[config.mk]
export PLATFORM = sky130hd
export DESIGN_NAME = if_fetch_stage
export DESIGN_NICKNAME = d
export VERILOG_FILES = /design/src/rtl/if_fetch_stage.sv
export SDC_FILE = /design/constraint.sdc
export NUM_CORES = 1
export LEC_CHECK = 0
export BUFFER_PORTS_ARGS = -buffer_cell sky130_fd_sc_hd__buf_2
export CORE_MARGIN = 10
export CORE_UTILIZATION = 53
export CTS_CLUSTER_DIAMETER = 120
export DETAILED_ROUTE_END_ITERATION = 8
export PLACE_DENSITY = 0.95
export RECOVER_POWER = 25
export SYNTH_ARGS = -nofsm -noshare
export SYNTH_HDL_FRONTEND = slang
export SYNTH_SLANG_ARGS = --single-unit
[constraint.sdc]
create_clock -name clk -period 3.07 [get_ports clk]
set_input_delay 0.4605 -clock clk [delete_from_list [all_inputs] [get_ports clk]]
set_output_delay 0.4605 -clock clk [all_outputs]
set_load 0.1 [all_outputs]
[src/rtl/if_fetch_stage.sv]
// Instruction-fetch stage: sequential PC generation, one-outstanding
// request/response I-SRAM fetch, and branch redirect with response squash.
module if_fetch_stage #(
  parameter int unsigned       PC_W     = 32,
  parameter logic [PC_W-1:0]   RESET_PC = 32'h1c000000
) (
  input  logic            clk,
  input  logic            rst,
  input  logic            id_allowin,
  input  logic            br_taken,
  input  logic [PC_W-1:0] br_target,
  output logic            inst_req,
  output logic [PC_W-1:0] inst_addr,
  input  logic            inst_addr_ok,
  input  logic            inst_data_ok,
  input  logic [31:0]     inst_rdata,
  output logic            if_ready_go,
  output logic [PC_W-1:0] if_pc,
  output logic [31:0]     if_inst
);

  typedef enum logic [1:0] {
    S_REQ   = 2'd0,
    S_WAIT  = 2'd1,
    S_VALID = 2'd2
  } state_e;

  localparam logic [PC_W-1:0] PC_STEP = PC_W'(4);
  localparam logic [PC_W-1:0] PC_RST  = RESET_PC - PC_STEP;

  state_e          state_q, state_d;
  logic [PC_W-1:0] fetch_pc_q, fetch_pc_d;
  logic [PC_W-1:0] req_pc_q, req_pc_d;
  logic [31:0]     inst_buf_q, inst_buf_d;
  logic            cancel_q, cancel_d;

  always_ff @(posedge clk) begin
    if (rst) begin
      state_q    <= S_REQ;
      fetch_pc_q <= RESET_PC;
      req_pc_q   <= PC_RST;
      inst_buf_q <= '0;
      cancel_q   <= 1'b0;
    end else begin
      state_q    <= state_d;
      fetch_pc_q <= fetch_pc_d;
      req_pc_q   <= req_pc_d;
      inst_buf_q <= inst_buf_d;
      cancel_q   <= cancel_d;
    end
  end

  always_comb begin
    state_d = state_q;
    unique case (state_q)
      S_REQ: begin
        if (inst_addr_ok) state_d = S_WAIT;
      end
      S_WAIT: begin
        if (inst_data_ok) begin
          if (cancel_q || br_taken) state_d = S_REQ;
          else                      state_d = S_VALID;
        end
      end
      S_VALID: begin
        if (br_taken || id_allowin) state_d = S_REQ;
      end
      default: state_d = S_REQ;
    endcase
  end

  // Redirect outranks everything: it always retargets fetch_pc, and
  // marks any response still owed by memory as stale.
  always_comb begin
    fetch_pc_d = fetch_pc_q;
    req_pc_d   = req_pc_q;
    inst_buf_d = inst_buf_q;
    cancel_d   = cancel_q;
    unique case (state_q)
      S_REQ: begin
        if (inst_addr_ok) begin
          req_pc_d   = fetch_pc_q;
          fetch_pc_d = fetch_pc_q + PC_STEP;
          if (br_taken) cancel_d = 1'b1;
        end
        if (br_taken) fetch_pc_d = br_target;
      end
      S_WAIT: begin
        if (inst_data_ok) begin
          if (cancel_q || br_taken) cancel_d = 1'b0;
          else                      inst_buf_d = inst_rdata;
        end else if (br_taken) begin
          cancel_d = 1'b1;
        end
        if (br_taken) fetch_pc_d = br_target;
      end
      S_VALID: begin
        if (br_taken) fetch_pc_d = br_target;
      end
      default: ;
    endcase
  end

  always_comb begin
    inst_req    = (state_q == S_REQ) && !rst;
    inst_addr   = fetch_pc_q;
    if_pc       = req_pc_q;
    if_inst     = inst_buf_q;
    if_ready_go = (state_q == S_VALID) && !br_taken;
  end

endmodule

# --- Word level (Yosys, flattened, before mapping) ---
# Cells that the tools add are included.
word_totals:
  register_bits: 99
  latch_bits: 0
  mem_bits_rw: 0
  mem_bits_ro: 0
  inputBits: 70
  wordCells: 44
  memories: 0
classes:
  add_sub_neg: 1
  multipliers: 0
  div: 0
  n_lt_le_gt_ge: 0
  n_eq_ne: 8
  shift: 0
  muxes: 14
  bitwise: 1
  n_reduce_logical: 15
ops:
  columns: ["operator", "count"]
  rows:
  - ["$mux 32", 3]
  - ["$pmux 32 s2", 1]
  - ["$add 32x3->32 const B", 1]
  - ["$reduce_and 3->1", 4]
  - ["$mux 2", 4]
  - ["$ne 2x2->1 const B", 3]
  - ["$ne 3x3->1 const B", 2]
  - ["$pmux 2 s3", 1]
  - ["$mux 1", 4]
  - ["$reduce_bool 2->1", 2]
  - ["$eq 2x1->1 const B", 1]
  - ["$eq 2x2->1 const B", 1]
  - ["$logic_and 1x1->1", 2]
  - ["$logic_not 1->1", 2]
  - ["$logic_not 2->1", 1]
  - ["$logic_or 1x1->1", 2]
  - ["$ne 2x1->1 const B", 1]
  - ["$pmux 1 s2", 1]
  - ["$reduce_and 2->1", 1]
  - ["$reduce_or 2->1", 1]
  - ["$not 1->1", 1]

# --- Depth between registers and ports, before layout ---
# Gate-level depths: netlist of run 1.
logic_depth:
  word_depth: 4
  depth_mapped: 9
  ltp_nobuf: 7

# --- Least setup slack after synthesis of run 1 ---
# OpenSTA, ideal clock, no wires.
synth_timing:
  path_kind: "register -> register"
  start: "register fetch_pc_q[3], in the netlist inst_addr[3]"
  end: "register fetch_pc_q[30], in the netlist inst_addr[30]"
  t_arrival_ns: 2.700
  path_slack_ns: 0.255
  stages_incl_launch_ff: 8
  n_path_buf: 1
  synth_period_minus_slack_ns: 2.815
  path_cell_list: "dfxtp_1 > ha_1 > nand4_1 > or4_1 > buf_2 > nor3_1 > nand4_1 > and3_1"
synth_via:
  elab_chain_len: 4
synth_rtl:
  columns: ["item", "line_no", "text"]
  rows:
  - ["start: declaration", "32", "logic [PC_W-1:0] fetch_pc_q, fetch_pc_d;"]
  - ["start signal: assignment", "46", "fetch_pc_q <= fetch_pc_d;"]
  - ["$add 32x3->32", "83", "fetch_pc_d = fetch_pc_q + PC_STEP;"]
  - ["$mux 32", "81", "if (inst_addr_ok) begin"]
  - ["$mux 32", "86", "if (br_taken) fetch_pc_d = br_target;"]
  - ["$pmux 32 s2", "79", "unique case (state_q)"]
# No other way between the ends. The select of a mux whose other input is x is not followed.
# A chain may end at the register's enable or synchronous reset.

# --- Final worst setup path of run 1 ---
layout_timing:
  start: "register state_q[0]"
  end: "register fetch_pc_q[22], in the netlist inst_addr[22]"
layout_via:
  elab_chain_len: 4
  elab_cells_between_ends: 9
  cone_classes: "4 x eq/ne; 1 x mux; 4 x reduce/logical"
layout_rtl:
  columns: ["item", "line_no", "text"]
  rows:
  - ["start: declaration", "31", "state_e state_q, state_d;"]
  - ["start signal: assignment", "45", "state_q <= state_d;"]
  - ["$eq 2x2->1 / $eq 2x1->1 (equally long branches)", "79", null]
  - ["$reduce_or 2->1 (no source line)", null, null]
  - ["$ne 2x1->1 (no source line) / $reduce_bool 2->1 (equally long branches)", null, null]
  - ["$reduce_and 3->1 (no source line)", null, null]
# Several ways; a longest one is shown, not always the timed one.

==> impl_metrics.toml, run 1 <==
[outcome]
outcome = "complete, no violations"

[worst_setup_path]
crit_path_max_incr_delay_ns = 0.75
top_delay_family_on_crit_path = "compound AO/OA/AOI/OAI gates"
worst_ep_required_time_ns = 3.28
critPathMaxFanout = 22
critical_path.n_buffers_inverters = 0
slowest_stage = "sky130_fd_sc_hd__o31a_1"
crit_path_cell_trace = "ha_1 -> nand2b_1 -> o31a_1 -> nor3_2 -> a211oi_1 -> a211oi_1"
crit_path_depth = 6
worst-r2r-setup-slack_ns = 0.55
setup.worst_path.start = "state_q[0]"
worst_r2r_startpoint = "state_q[0]"
worstSetupEndpointType = "flip-flop"
reg2regPathDepth = 6
worstSetupStartpointType = "flip-flop"
crit_arrival_ns = 2.74
critical_path.endpoint = "inst_addr[22]"
r2r-end = "inst_addr[22]"
criticalPathCategory = "reg -> reg"
cp_common_cell = "sky130_fd_sc_hd__a211oi_1"

[yosys]
synth_mux_area_share_pct = 1.14
largest_family_of_logic_cells_by_synthesized_area = "simple AND/OR/NAND/NOR gates"
synth_seq_area_share_pct = 45.2
synth_enable_flop_cells = 0
ys_warn_count = 0
synth_async_sr_flop_share_pct = 0
number_of_nets_in_the_synthesized_netlist = 645
area_share_of_and_or_nand_nor_cells_after_synthesis_pct = 30.1
synth-compound-area-share_pct = 17.6
synth-xor-area-share_pct = 0
synth_cell_type_count = 53
synth_fa_ha_area_share_pct = 1.43
synthCells = 570
yosys_register_bits = 99
synth.cell_area_mm2 = 0.00438
synth.avg_cell_area_um2 = 7.69
postSynth.topFlopCell = "sky130_fd_sc_hd__dfxtp_1"

[sta]
finalClockSkew_ns = 0.0131
finalCritPeriodShare_pct = 82.2
timing.final.crit_period_ns = 2.52
max_slew_violation_total_from_the_final_report = 0
hold_violations = 0
setup_viol = 0
tns_ns = 0
worst_slew_margin_rel_pct = 19.2
fmax_mhz = 396
rsz0062_at_grt = "no"
worst-slew-pin-transition_ns = 1.22
worst_slack_ns = 0.545

[place]
port_buffers = 167
place.gp.congestion = 0.887
pre_cts_slack_ns = 0.579
place_hpwl_mm = 10.4
dp_cells = 807
detailed_place.area_mm2 = 0.00526

[grt]
grt.total_usage_pct = 21.9
grt_pass1_vias = 4671
wire_length_of_the_first_global_routing_pass_mm = 23.0
grt_overflow_total = 0
antenna_found_initial = 0
grt_start_max_net_pins = 72

[detailed_routing]
drt.antenna.violating_nets = 0
drc_errors = 0
vias = 4777
drt-total-wl_mm = 14.0
route.detailed.wl_per_inst_um = 17.0
drt_first_iter_violations = 467
drt-pass1-iter-count = 5
post_dr_vias_cell = 5.80

[pwr]
power_leakage_uw = 0.00221
internal_power_uw = 1960
net-switching-power_uw = 1770
seqPwrFrac_pct = 40.9
power_share_of_the_clock_group_pct = 20.2
vdd.ir_drop.worst_uv = 350
power_switching_share_pct = 47.5
power_density_mw_per_mm2 = 694
combinationalPowerShare_pct = 38.8

[clock_network]
post_cts_repair_resize_count = 0
clock_tree_root_driver_cell = "sky130_fd_sc_hd__clkbuf_8"
num_cts_buffers = 9
worst_setup_hold_path_clk_slew_ns = 0.10
tritoncts = "built"
clkLatencyLatePin_ns = 0.36
clk_path_buf_depth = 2
cts.repair_timing.setup_buffer_count = 0
cts.htree.levels = 3
numClockSinks = 99
cts_hold_buf = 0

[die]
die_area_mm2 = 0.0123
start_util_pct = 53.9
core_mm2 = 0.00813
pin_count = 168
num_rows = 33
die_h_um = 111
floorplan.die.width_um = 111

[flow_run]
maxCapViolations = 0

[layout]
layout.nets = 788
drive_gt1_share_pct = 21.3
areaGrowthSynthToFinish_pct = 22.4
final_common_cell = "sky130_fd_sc_hd__nand2_1"
final_util_pct = 66.0
nFillCells = 728
antennaDiodeCount = 0
stdcell_area_mm2 = 0.00537
finalNonFillerCells = 823
mostFrequentLayoutCells = "sky130_fd_sc_hd__nand2_1, sky130_fd_sc_hd__buf_2, sky130_fd_sc_hd__dfxtp_1"

[hold_path]
hold_class = "in -> reg"
worstHoldStart = "inst_rdata[11]"
==> per-layer routing <==
metal  global-route usage (%)  part of all wire [%]  vias to the layer above  wire, um
li1                         -                     -                     2292         -
met1                     25.4                    40                     2218      5550
met2                     37.2                    49                      233      6780
met3                     5.57                   8.9                       34      1250
met4                     9.03                   2.8                        0       391
met5                        0                     0                        -         0
==> area by class of cell <==
type	instances	area, um^2	share of cell area [%]
Multi-Input combinational cell	422	2220	41.4
Sequential cell	99	1980	36.9
Timing Repair Buffer	176	842	15.7
Clock buffer	11	131	2.45
Tap cell	105	131	2.45
Clock inverter	5	38.8	0.723
Inverter	5	18.8	0.350
==> power groups by stage <==
| stage | sequential, uW | clock [uW] | combinational [uW] |
|---|---|---|---|
| 2_1_floorplan | 2330 | 0 | 387 |
| 3_3_place_gp | 1540 | 0 | 1440 |
| 3_5_place_dp | 1550 | 0 | 1460 |
| 4_1_cts | 1520 | 766 | 1460 |
| 5_1_grt | 1540 | 827 | 1520 |
| 6_report | 1520 | 754 | 1450 |
==> synthesized netlist by cell type, drive strengths merged (6+ instances only) <==
cell type	n	area, um^2
nand3	39	200
nor3	16	101
and3	6	37.5
a211oi	8	60.1
nor2	24	90.1
a21oi	60	300
or3	10	62.6
nand2	150	563
buf	8	40.0
o21ai	22	110
clkbuf	36	138
dfxtp	99	1980
nand4	14	87.6
==> per-stage QoR <==
stage / hold WS (ns) / power (uW)
floorplan: 0.501 / 2720
global placement: 0.439 / 2970
detailed placement: 0.443 / 3010
CTS: 0.312 / 3750
global route: 0.307 / 3890
finish: 0.320 / 3720
==> kinds of logic (layout without fill, tap and decap cells) <==
kind of cell,after synthesis,after routing
simple gates,284,284
mux,5,5
compound gates,128,128
buf+inv,49,197
fa+ha+maj,5,5
flops,99,99
==> state kept, by name, summed over array words and instances, names as in the netlist <==
signal     count
if_inst       32
cancel_q       1
if_pc         32
state_q        2
inst_addr     32
==> how the worst min path moves through the flow <==
stage | endpoint | slack [ns] | depth (start not counted)
2_1_floorplan | cancel_q | 0.50 | 2
3_3_place_gp | if_inst[30] | 0.44 | 2
3_5_place_dp | if_inst[7] | 0.44 | 2
4_1_cts | if_inst[6] | 0.31 | 3
5_1_grt | if_inst[6] | 0.31 | 3
6_report | if_inst[11] | 0.32 | 3
==> worst reg2reg max path: cells and delay by family, from the launching register on <==
kind	cells	cell delay, ns
compound gates	3	1.08
fa+ha+maj	1	0.32
flops	1	0.41
simple gates	2	0.58
No activity file was read; power rests on OpenSTA's default activity.
==> inputs of run 2 (changes only) <==
--- a/config.mk
+++ b/config.mk
@@ -7,10 +7,10 @@
 export LEC_CHECK = 0
 export BUFFER_PORTS_ARGS = -buffer_cell sky130_fd_sc_hd__buf_2
 export CORE_MARGIN = 10
-export CORE_UTILIZATION = 53
+export CORE_UTILIZATION = 44
 export CTS_CLUSTER_DIAMETER = 120
 export DETAILED_ROUTE_END_ITERATION = 8
-export PLACE_DENSITY = 0.95
+export PLACE_DENSITY = 0.88
 export RECOVER_POWER = 25
 export SYNTH_ARGS = -nofsm -noshare
 export SYNTH_HDL_FRONTEND = slang
==> constraint.sdc (replaced) <==
create_clock -name clk -period 2.31 [get_ports clk]
set_input_delay 0.3465 -clock clk [delete_from_list [all_inputs] [get_ports clk]]
set_output_delay 0.3465 -clock clk [all_outputs]
set_load 0.1 [all_outputs]
==> run 2 against run 1 <==
- hold slack worse by 0.12 ns
- utilization is 8.5 points lower
- final cell count is 5.1% higher
- first-iteration DRC count is 22% lower
- clock skew is 0.00094 ns higher
- non-clock buffer count is 14 higher
- clock-buffer cell count is 1 higher
- worst setup slack worse by 0.40 ns
- critical endpoint is now inst_addr[29]
- largest cell class unchanged
==> impl_metrics.toml, run 2 (synthesized netlist as in run 1, its figures left out) <==
[outcome]
outcome = "complete, no violations"

[sta]
setup_viol = 0
worst_slew_margin_rel_pct = 18.7
fmax_mhz = 463
finalClockSkew_ns = 0.0140
hold_violations = 0
finalCritPeriodShare_pct = 93.6
rsz0062_at_grt = "no"
holdWs_ns = 0.205
timing.final.crit_period_ns = 2.16
worst-slew-pin-transition_ns = 1.23
max_slew_violation_total_from_the_final_report = 0
tns_ns = 0

[layout]
drive_gt1_share_pct = 25.8
mostFrequentLayoutCells = "sky130_fd_sc_hd__nand2_1, sky130_fd_sc_hd__buf_2, sky130_fd_sc_hd__dfxtp_1"
register_area_mm2 = 0.00202
layout.nets = 802
antennaDiodeCount = 0
final_common_cell = "sky130_fd_sc_hd__nand2_1"
area_of_the_multi_input_gates_mm2 = 0.00223
nFillCells = 930
areaGrowthSynthToFinish_pct = 27.6
finalNonFillerCells = 865

[grt]
antenna_found_initial = 0
grt_pass1_vias = 4317
wire_length_of_the_first_global_routing_pass_mm = 22.1
grt_start_max_net_pins = 36
grt_overflow_total = 0
grt.total_usage_pct = 18.4

[worst_setup_path]
r2r-end = "inst_addr[29]"
worst_r2r_startpoint = "state_q[0]"
criticalPathCategory = "reg -> reg"
critPathMaxFanout = 4
crit_arrival_ns = 2.44
reg2regPathDepth = 6
worstSetupStartpointType = "flip-flop"
worst_ep_required_time_ns = 2.59
worst-r2r-setup-slack_ns = 0.15
setup.worst_path.start = "state_q[0]"
worstSetupEndpointType = "flip-flop"

[die]
pin_count = 168
die_area_mm2 = 0.0144
start_util_pct = 45.0
num_rows = 36
core_mm2 = 0.00973
die_h_um = 120
floorplan.die.width_um = 120

[clock_network]
num_cts_buffers = 9
numClockSinks = 99
clk_path_buf_depth = 2
tritoncts = "built"
cts.htree.levels = 3
clock_tree_root_driver_cell = "sky130_fd_sc_hd__clkbuf_8"
worst_setup_hold_path_clk_slew_ns = 0.10
clkLatencyLatePin_ns = 0.36

[hold_path]
min_path_cells = 3
hold_class = "in -> reg"
worstHoldEndpoint = "if_inst[14]"
worstHoldStart = "inst_rdata[14]"

[detailed_routing]
route.detailed.wl_per_inst_um = 16.2
drt.antenna.violating_nets = 0
drt_first_iter_violations = 366
post_dr_vias_cell = 5.39
vias = 4660
drt-total-wl_mm = 14.1
drt-pass1-iter-count = 5
drc_errors = 0

[place]
place_hpwl_mm = 10.6
dp_cells = 849
port_buffers = 167
place.gp.congestion = 0.890

[pwr]
vdd.ir_drop.worst_uv = 379
power_density_mw_per_mm2 = 907
power_leakage_uw = 0.00230

[flow_run]
maxCapViolations = 0
-- run 2: cell types whose count changed in the layout (fill, tap and decap cells not counted), sizes merged --
cell and change:
buf +14, clkinv -1, clkbuf +1
-- run 2: worst max-delay path by stage --
stage                          to
floorplan           inst_addr[31]
global placement    inst_addr[30]
detailed placement  inst_addr[30]
CTS                 inst_addr[29]
global route        inst_addr[29]
finish              inst_addr[29]
-- run 2: metal layers --
metal  up-vias  global-route usage (%)  share of wire (%)  routed length (um)
met2       192                    28.9                 46                6500
met4         0                    8.30                3.4                 471
met5         -                       0                  0                   0
met3        36                    7.36                9.6                1350
li1       2317                       -                  -                   -
met1      2115                    21.8                 41                5730
-- run 2: timing repair --
item / in CTS / in global routing
resized for setup: 0 / 1
endpoints found under the setup margin: 0 / 1
hold buffers: 0 / 0
setup buffers: 0 / 0
-- run 2: report_power, final --
part | internal, uW | switching (uW)
Combinational | 372 | 1590
Clock | 467 | 615
Sequential | 1870 | 154
Total | 2710 | 2360
-- run 2: area by class of cell --
cell class / count / share of cell area (%)
Clock buffer: 12 / 2.80
Multi-Input combinational cell: 422 / 39.9
Timing Repair Buffer: 190 / 17.4
Sequential cell: 99 / 36.1
Tap cell: 133 / 2.97
Clock inverter: 4 / 0.582
Inverter: 5 / 0.335
-- run 2: stage by stage --
stage               total power [uW]  worst slack, ns  utilization [%]  cell area (um^2)
floorplan                       3630           0.0391                -              4420
global placement                4020            0.259             56.1              5460
detailed placement              4040            0.185             56.1              5460
CTS                             5100            0.155             58.1              5650
global route                    5280           0.0232             57.5              5590
finish                          5070            0.148             57.5              5590
-- run 2: critical path, cell delays in order (launching register included) --
cell,delay [ns]
sky130_fd_sc_hd__dfxtp_1,0.40
sky130_fd_sc_hd__inv_1,0.08
sky130_fd_sc_hd__ha_1,0.33
sky130_fd_sc_hd__or2_2,0.32
sky130_fd_sc_hd__or3_1,0.38
sky130_fd_sc_hd__or4_1,0.48
sky130_fd_sc_hd__o211ai_1,0.09
==> inputs of run 3 (changes only) <==
==> constraint.sdc (replaced) <==
create_clock -name clk -period 2.31 [get_ports clk]
set_input_delay 0.462 -clock clk [delete_from_list [all_inputs] [get_ports clk]]
set_output_delay 0.462 -clock clk [all_outputs]
set_load 0.1 [all_outputs]
==> run 3 against run 2 <==
- hold slack improved by 0.12 ns
- sequential share of layout area rose by 0.19 points
- total power rose by 0.39%
- worst setup slack got worse by 0.020 ns
- fmax fell by 0.93%
- final cell count fell by 0.23%
- flip-flop and latch count did not move
- critical endpoint is now inst_addr[30]
==> impl_metrics.toml, run 3 (synthesized netlist as in run 1, its figures left out) <==
[outcome]
outcome = "complete, no violations"

[worst_setup_path]
crit_arrival_ns = 2.44
critPathMaxFanout = 8
cp_common_cell = "sky130_fd_sc_hd__nand4_1"
worstSetupStartpointType = "flip-flop"
worstSetupEndpointType = "flip-flop"
slowest_stage = "sky130_fd_sc_hd__or4_1"
worst_ep_required_time_ns = 2.57
crit_path_cell_trace = "ha_1 -> nand4_1 -> or4_1 -> nor3_1 -> nand4_1 -> and3_1"
crit_path_max_incr_delay_ns = 0.69
criticalPathCategory = "reg -> reg"

[clock_network]
clock_tree_root_driver_cell = "sky130_fd_sc_hd__clkbuf_8"
tritoncts = "built"
cts.htree.levels = 3
numClockSinks = 99
clk_path_buf_depth = 2
cts_hold_buf = 0
cts.repair_timing.setup_buffer_count = 0
clkLatencyLatePin_ns = 0.37
worst_setup_hold_path_clk_slew_ns = 0.11
num_cts_buffers = 9

[detailed_routing]
drt-pass1-iter-count = 5
drt-total-wl_mm = 13.8
drc_errors = 0
post_dr_vias_cell = 5.37
drt.antenna.violating_nets = 0
route.detailed.wl_per_inst_um = 16.0
drt_first_iter_violations = 343
vias = 4633

[grt]
antenna_found_initial = 1
grt_overflow_total = 0
grt_pass1_vias = 4248
grt.total_usage_pct = 18.2
wire_length_of_the_first_global_routing_pass_mm = 21.8
grt_start_max_net_pins = 48

[sta]
tns_ns = 0
worst-slew-pin-transition_ns = 1.21
timing.final.crit_period_ns = 2.18
finalClockSkew_ns = 0.0161
finalCritPeriodShare_pct = 94.5
max_slew_violation_total_from_the_final_report = 0
worst_slew_margin_rel_pct = 19.6
fmax_mhz = 458
worst_slack_ns = 0.128
hold_violations = 0
setup_viol = 0
rsz0062_at_grt = "no"

[layout]
final_common_cell = "sky130_fd_sc_hd__nand2_1"
nFillCells = 956
drive_gt1_share_pct = 26.6
areaGrowthSynthToFinish_pct = 26.9
mostFrequentLayoutCells = "sky130_fd_sc_hd__nand2_1, sky130_fd_sc_hd__buf_2, sky130_fd_sc_hd__dfxtp_1"
layout.nets = 800
antennaDiodeCount = 0

[pwr]
power_density_mw_per_mm2 = 915
finalPower_uw = 5090
vdd.ir_drop.worst_uv = 544
power_leakage_uw = 0.00230

[place]
place_hpwl_mm = 10.3
place.gp.congestion = 0.889
pre_cts_slack_ns = 0.107
port_buffers = 167

[die]
pin_count = 168
floorplan.die.width_um = 120
num_rows = 36
start_util_pct = 45.0
die_area_mm2 = 0.0144
die_h_um = 120
core_mm2 = 0.00973

[flow_run]
maxCapViolations = 0

[hold_path]
hold_class = "in -> reg"
run 3: layout make-up:
cell class,instances,area (um^2),share of cell area [%]
multi-input cells,422,2230,40.0
flip-flops and latches,99,2020,36.3
repair buffers,188,941,16.9
well taps,133,166,2.99
clock buffers,11,131,2.36
clock inverters,5,60.1,1.08
inverters,5,18.8,0.337
run 3: worst paths after layout:
path	startpoint	end	slack, ns	cells after the start
worst max-delay path	inst_addr[2]	inst_addr[30]	0.13	6
worst min-delay path	inst_data_ok	cancel_q	0.32	2
worst max register to register	inst_addr[2]	inst_addr[30]	0.13	6
worst min register to register	if_pc[31]	if_pc[31]	0.45	2
run 3: where the power goes:
part | switching, uW | internal (uW) | total, uW
combinational | 1580 | 359 | 1940
sequential | 158 | 1870 | 2030
clock | 610 | 510 | 1120
run 3: stage by stage:
step / utilization, % / hold slack [ns] / area (um^2) / std cells
final: 57.2 / 0.323 / 5560 / 863
after global routing: 57.2 / 0.320 / 5560 / 863
after CTS: 57.7 / 0.310 / 5610 / 863
after detailed placement: 55.7 / 0.443 / 5420 / 847
after global placement: 55.7 / 0.438 / 5420 / 847
after floorplan: - / 0.501 / 4420 / 570
run 3: metal layers:
| layer | global-route usage [%] | up-vias | wire length, um |
|---|---|---|---|
| met5 | 0 | - | 13 |
| met4 | 6.49 | 2 | 277 |
| met3 | 6.75 | 20 | 1320 |
| met2 | 29.6 | 171 | 6580 |
| met1 | 21.5 | 2126 | 5620 |
| li1 | - | 2314 | - |
run 3: worst max-delay path, delay by kind of cell, from the launching register on:
family                   cells  cell delay (ns)
AND/OR/NAND/NOR              5             1.45
flip-flops                   1             0.40
adder cells (fa/ha/maj)      1             0.22
run 3: timing repair:
item | 4_1_cts | 5_1_grt
hold endpoints to repair | 0 | 0
setup endpoints to repair | 0 | 2
gates resized for setup | 0 | 2
